`src/rtl/mem_bus_arbiter.sv`:
```
// rtl/mem_bus_arbiter.sv - two-port (CPU/DMA) arbiter for a single external RAM port
// Optional feature macro: ARB_RR_EN (round-robin tie-break; fixed CPU priority when undefined)
module mem_bus_arbiter #(
  parameter int ADDR_W  = 16,
  parameter int DATA_W  = 8,
  parameter int RAM_LAT = 1
) (
  input  logic              clk_in,
  input  logic              reset_in,
  input  logic              cpu_req,
  input  logic              cpu_we,
  input  logic [ADDR_W-1:0] cpu_addr,
  input  logic [DATA_W-1:0] cpu_wdata,
  output logic [DATA_W-1:0] cpu_rdata,
  output logic              cpu_ack,
  output logic              cpu_stall,
  input  logic              dma_req,
  input  logic              dma_we,
  input  logic [ADDR_W-1:0] dma_addr,
  input  logic [DATA_W-1:0] dma_wdata,
  output logic [DATA_W-1:0] dma_rdata,
  output logic              dma_ack,
  output logic [ADDR_W-1:0] ram_addr,
  output logic [DATA_W-1:0] ram_wdata,
  input  logic [DATA_W-1:0] ram_rdata,
  output logic              ram_wr,
  output logic              ram_oe,
  output logic              owner,
  output logic              busy
);

  typedef enum logic [1:0] {
    ST_IDLE   = 2'd0,
    ST_ACCESS = 2'd1,
    ST_ACK    = 2'd2
  } state_t;

  // Counter reload: RAM_LAT access cycles means RAM_LAT-1 down to 0.
  localparam logic [3:0] CNT_INIT = 4'(RAM_LAT - 1);

  state_t            state;
  logic [3:0]        cnt;
  logic              win;
  logic              any_req;
  logic              sel_we;
  logic [ADDR_W-1:0] sel_addr;
  logic [DATA_W-1:0] sel_wdata;

  assign any_req   = cpu_req | dma_req;
  assign busy      = (state != ST_IDLE);
  assign cpu_stall = cpu_req & ~cpu_ack;

`ifdef ARB_RR_EN
  // prio holds the port that wins the next tie (0 = C, 1 = D).
  logic prio;

  // Ties go to prio; a lone requester always wins.
  assign win = (cpu_req & dma_req) ? prio : ~cpu_req;

  // Hand the tie-break to the loser of every grant.
  always_ff @(posedge clk_in or negedge reset_in) begin
    if (!reset_in) begin
      prio <= 1'b0;
    end else if (state == ST_IDLE && any_req) begin
      prio <= ~win;
    end
  end
`else
  // Fixed priority: D only wins when C is not asking.
  assign win = ~cpu_req;
`endif

  assign sel_we    = win ? dma_we    : cpu_we;
  assign sel_addr  = win ? dma_addr  : cpu_addr;
  assign sel_wdata = win ? dma_wdata : cpu_wdata;

  // Transfer sequencer: grant/latch in IDLE, hold strobes in ACCESS, pulse ack in ACK.
  always_ff @(posedge clk_in or negedge reset_in) begin
    if (!reset_in) begin
      state     <= ST_IDLE;
      cnt       <= 4'd0;
      owner     <= 1'b0;
      ram_addr  <= '0;
      ram_wdata <= '0;
      ram_wr    <= 1'b0;
      ram_oe    <= 1'b0;
      cpu_ack   <= 1'b0;
      dma_ack   <= 1'b0;
      cpu_rdata <= '0;
      dma_rdata <= '0;
    end else begin
      case (state)
        ST_IDLE: begin
          if (any_req) begin
            owner     <= win;
            ram_addr  <= sel_addr;
            ram_wdata <= sel_we ? sel_wdata : '0;
            ram_wr    <= sel_we;
            ram_oe    <= ~sel_we;
            cnt       <= CNT_INIT;
            state     <= ST_ACCESS;
          end else begin
            ram_addr  <= '0;
            ram_wdata <= '0;
          end
        end
        ST_ACCESS: begin
          if (cnt == 4'd0) begin
            // ram_oe doubles as the latched "this is a read" flag.
            if (ram_oe) begin
              if (owner) dma_rdata <= ram_rdata;
              else       cpu_rdata <= ram_rdata;
            end
            ram_wr  <= 1'b0;
            ram_oe  <= 1'b0;
            cpu_ack <= ~owner;
            dma_ack <= owner;
            state   <= ST_ACK;
          end else begin
            cnt <= cnt - 4'd1;
          end
        end
        ST_ACK: begin
          cpu_ack   <= 1'b0;
          dma_ack   <= 1'b0;
          ram_addr  <= '0;
          ram_wdata <= '0;
          state     <= ST_IDLE;
        end
        default: begin
          state <= ST_IDLE;
        end
      endcase
    end
  end

endmodule

```
`config.mk`:
```
export PLATFORM = sky130hd
export DESIGN_NAME = mem_bus_arbiter
export DESIGN_NICKNAME = d
export VERILOG_FILES = /design/src/rtl/mem_bus_arbiter.sv
export SDC_FILE = /design/constraint.sdc
export NUM_CORES = 1
export LEC_CHECK = 0
export CAP_MARGIN = 5
export CORE_MARGIN = 10
export CORE_UTILIZATION = 45
export CTS_BUF_LIST = sky130_fd_sc_hd__clkbuf_8
export DETAILED_ROUTE_END_ITERATION = 16
export HOLD_SLACK_MARGIN = 0.12
export MAX_ROUTING_LAYER = met4
export PLACE_DENSITY = 0.87
export SLEW_MARGIN = 10
export SYNTH_ARGS = -nofsm -noshare
export SYNTH_HDL_FRONTEND = slang
export SYNTH_SLANG_ARGS = --single-unit
```
`constraint.sdc`:
```
create_clock -name clk_in -period 3.5 [get_ports clk_in]
set_input_delay 0.7 -clock clk_in [delete_from_list [all_inputs] [get_ports clk_in]]
set_output_delay 0.7 -clock clk_in [all_outputs]
set_load 0.01 [all_outputs]
```
## Yosys cells after proc, flatten, opt, wreduce, memory -nomap -nowiden

Cells that the tools add are included.

- Word-level logic and storage cells: 59
- Register bits after elaboration: 51
- Input port bits: 62

- Bitwise gates (word level): 6
- Eq/ne operators: 5
- Multiplexer cells: 23
- Reductions and logical operators: 13
- Add/subtract/negate cells: 1

Operators with widths:

| operator | count |
|---|---|
| 16-bit 2-to-1 mux | 2 |
| 16-bit case mux with 2 select lines | 1 |
| 8-bit 2-to-1 mux | 3 |
| 8-bit case mux with 2 select lines | 1 |
| 4-bit 2-to-1 mux | 2 |
| 1-bit case mux with 2 select lines | 4 |
| 4-bit case mux with 2 select lines | 1 |
| 4-bit AND reduction | 2 |
| 2-bit nonzero test | 4 |
| 1-bit 2-to-1 mux | 6 |
| 2-bit inequality test (second input constant) | 3 |
| 2-bit AND reduction | 3 |
| 3-bit AND reduction | 2 |
| 4-bit zero test | 1 |
| 2-bit 2-to-1 mux | 2 |
| 1-bit NOT | 4 |
| 2-bit case mux with 2 select lines | 1 |
| 4-bit by 1-bit subtractor with 4-bit output (second input constant) | 1 |
| 2-bit by 1-bit == test with 1-bit output (second input constant) | 1 |
| 2-bit == test (second input constant) | 1 |
| 2-bit zero test | 1 |
| 1-bit bitwise AND | 1 |
| 1-bit bitwise OR | 1 |

## Logic depth before layout (Yosys ltp)

- Depth in word-level cells: 4
- Mapped depth: 5
- Depth with buffers taken out: 5

## Least setup slack after synthesis

No wires, ideal clock.

- Kind: input port to output port
- Start point: input port cpu_req
- End point: output port cpu_stall
- Path slack: 1.485 ns
- Stages: 3
- Arrival time: 1.315 ns
- Data required time: 2.800 ns
- Cell sequence: clkbuf_1 -> buf_2 -> nor2b_1

- Longest elaborated chain between the ends: 1

Ends and longest elaborated chain:

| element | RTL line | RTL |
|---|---|---|
| start, declared | 10 | `input logic cpu_req,` |
| 1-bit bitwise AND | 51 | `assign cpu_stall = cpu_req & ~cpu_ack;` |
| end, declared | 16 | `output logic cpu_stall,` |

Every way passes these cells.

## Worst setup path after layout

Ends and elaborated chain as after synthesis.

==> impl_results.md <==
- Signed area change from the synthesized netlist to the final layout: 54.1%
- Number of buffers on the longest clock path: 2
- Worst min-delay path class: input pin to async pin
- Cell count of the worst reg-to-reg path: 5
- Clk pin slew, worst setup/hold paths: 0.09 ns
- Post-placement worst setup slack: about 1 ns
- Number of synthesis warnings: 0
- Number of violations reported at the end of detailed-routing iteration 0: 90
- Most frequent standard cell in the layout excluding fill and tap cells: clkdlybuf4s50_1
- Type of destination of the critical path: primary output
- Initial core utilization: a little under half
- Vias in the first global route: around 2000
- Ratio of cells with drive above 1 in the final layout: between 10% and 20%
- Number of sinks on the clock net: slightly above 50
- Detailed-route wire length per cell: roughly 17 um
- Launch point of the critical path: cpu_req
- Share of the synthesized area in the top cell type: between 50% and 60%
- Leakage dissipation: 1.53 nW
- Overflow after GRT: 0
- Count of filler cells inserted in the layout: between 300 and 400
- Maximum VDD drop: ~0.33 mV
- Final net count: 368
- Post-synthesis sequential element count: 51
- Area of the core: 4820 um2
- Worst hold-check slack: around 0.4 ns
- Post-route setup slack: around 1 ns
- Initial antenna violation count: 0
- Pins Over Slew Limit: 0
- Data arrival time of the critical path: roughly 1.8 ns
- Cell Pwr Density: 765 nW/um2
- Proportion of synthesized chip area in sequential cells: between 50% and 60%
- Area enclosed by the die boundary: roughly 8300 um2
- Measured slew at the worst slew-check pin: a little over 0.9 ns
- Post-Syn Area: around 2300 um2
- WP data required: ~2.8 ns
- Level count of the clock H-tree: 2
- Via count: 1873
- WL final: ~6400 um
- Slowest stage cell, crit path: clkdlybuf4s50_1
- Total chip power: approximately 2.7 mW
- Largest net degree at the start of global routing: between 50 and 60
- Destination of the critical timing path: cpu_stall
- Maximum fanout along the worst path: 17
- Number of synthesized flops with an enable pin: 0
- Final HPWL from detailed placement: approximately 5100 um
- FF/Latch Area: between 1000 and 1500 um2
- Startpoint-to-endpoint class of the critical path: input pin to primary output
- Number of max-cap violations: 0
- Total area of multi-input combinational cells: just under 1000 um2
- Worst rel slew slack: between 30% and 40%
- Period utilization: between 70% and 80%
- Number of placement rows: 25
- Critical Path Start Type: input pin
- # setup viols final: 0
- Time the worst path needs with I/O delays and setup: about 2.5 ns
- DRC violations left: 0
- Cell accounting for the most synthesized area: dfrtp_1
- Most frequent cells in the layout: 106 x clkdlybuf4s50_1, 51 x dfrtp_1, 29 x o21ai_0
- FF-to-FF setup slack: 1.82 ns
- Reg2Reg Capture Point: cpu_ack
- Number of instances in the synthesized netlist: roughly 200
- TNS Setup: 0 ns
- Number of diodes: 0
- Post-Place Cell Area: approximately 3400 um2
- Placer Congestion: around 0.81
- Worst reg2reg startpoint: cnt[0]
- Vias per std cell: approximately 5
- Number of gates given a new drive strength after cts: 0
- Most frequently used flop master after synthesis: dfrtp_1
- Run status: finished clean
- Wire length of the first global-routing pass: ~10000 um
- Critical-path cell list: buf_2 > nor2b_1 > clkdlybuf4s50_1
- Design area: around 3500 um2
- Count of input and output buffers: approximately 110
- Num CTS Buffers: 5
- Top-level port count: 109
- Skew-Pair Late Insertion Delay: roughly 0.3 ns
- Syn avg cell area: between 10 and 15 um2
- Top cells by area in the synthesized netlist: dfrtp_1 56%, mux2i_1 11%, mux2_2 7.9%
- Post-CTS Repair Setup Buffers: 0
- Root Buffer: clkbuf_8
- Cell class contributing the biggest share of worst-path delay: buffers and inverters
- Buf/Inv on CP: 2
- Post-synthesis async set-or-reset flop share: 100%
- Count of different cell masters after synthesis: 34
- Final ANT Viol Nets: 0
- RSZ-0062 raised after global routing: false
- DR pass1 iterations: 4
- Hold violation total from the final report: 0
- Post-CTS Hold Buffers: 0
- Highest Clock Rate: 0.401 GHz
- Net count after synthesis: between 200 and 300
- Clk_skew: 0.00855 ns
- GRT Util Overall: around 16%
- Vertical extent of the die: between 90 and 100 um
- Count of cell instances traversed by the critical path: 3
- Clock tree from TritonCTS: yes
- Max incr delay on CP: 0.58 ns
- Chip Width: between 90 and 100 um
==> cells in the mapped netlist (2+ instances only) <==
cell type and n:
nand3b_1 3, clkbuf_1 3, nand2_1 26, buf_2 4
mux2_2 16, o21ai_0 30, and3_1 3, mux2i_1 24
nor2_1 6, dfrtp_1 51, a21oi_1 3, nor2b_1 2
inv_1 3, nor3_1 2
==> worst min-delay path by stage <==
stage | from | endpoint | slack (ns) | depth (start not counted)
2_1_floorplan | reset_in | cnt[0] | 0.40 | 0
3_3_place_gp | ram_wdata[0] | ram_wdata[0] | 0.47 | 2
3_5_place_dp | ram_addr[11] | ram_addr[11] | 0.47 | 2
4_1_cts | ram_addr[3] | ram_addr[3] | 0.49 | 2
5_1_grt | reset_in | cpu_rdata[2] | 0.46 | 1
6_report | reset_in | cpu_rdata[2] | 0.41 | 1
==> state kept, by name, indices dropped and copies added, names as in the netlist <==
| signal | count |
|---|---|
| dma_ack | 1 |
| cpu_rdata | 8 |
| ram_addr | 16 |
| dma_rdata | 8 |
| cpu_ack | 1 |
| ram_wdata | 8 |
| ram_oe | 1 |
| owner | 1 |
| ram_wr | 1 |
| state | 2 |
| cnt | 4 |
==> layout make-up <==
cell class / instances / share of cell area (%)
Sequential cell: 51 / 36.2
Clock buffer: 7 / 2.74
Timing Repair Buffer: 110 / 30.9
Multi-Input combinational cell: 134 / 27.3
Tap cell: 67 / 2.38
Inverter: 3 / 0.320
Clock inverter: 1 / 0.107
==> cells by family (layout without fill, tap and decap cells) <==
kind of cell | count (synthesis) | in the layout | synth area share [%]
AOI/OAI and AO/OA | 42 | 42 | 10.5
buffers and inverters | 11 | 121 | 2.08
muxes | 40 | 40 | 18.4
and+or+nand+nor | 51 | 51 | 12.6
adders and majority gates | 1 | 1 | 0.547
DFF | 51 | 51 | 55.8
==> stage by stage <==
step,std cells,utilization [%]
6_report,373,73.1
5_1_grt,373,73.1
4_1_cts,373,73.1
3_5_place_dp,365,71.0
3_3_place_gp,365,71.0
2_1_floorplan,196,-
==> metal layers <==
metal  global-route usage [%]  share of wire, %  vias to the layer above
li1                         -                 -                      912
met1                     16.7                40                      902
met2                     28.0                54                       52
met3                     3.54               4.4                        7
met4                     5.22               1.5                        0
met5                        -                 0                        -
==> where the power goes <==
group	switching (mW)	internal, mW
Combinational	0.586	0.729
Clock	0.182	0.178
Sequential	0.174	0.847
Total	0.942	1.75
(Power assumes the default switching activity.)
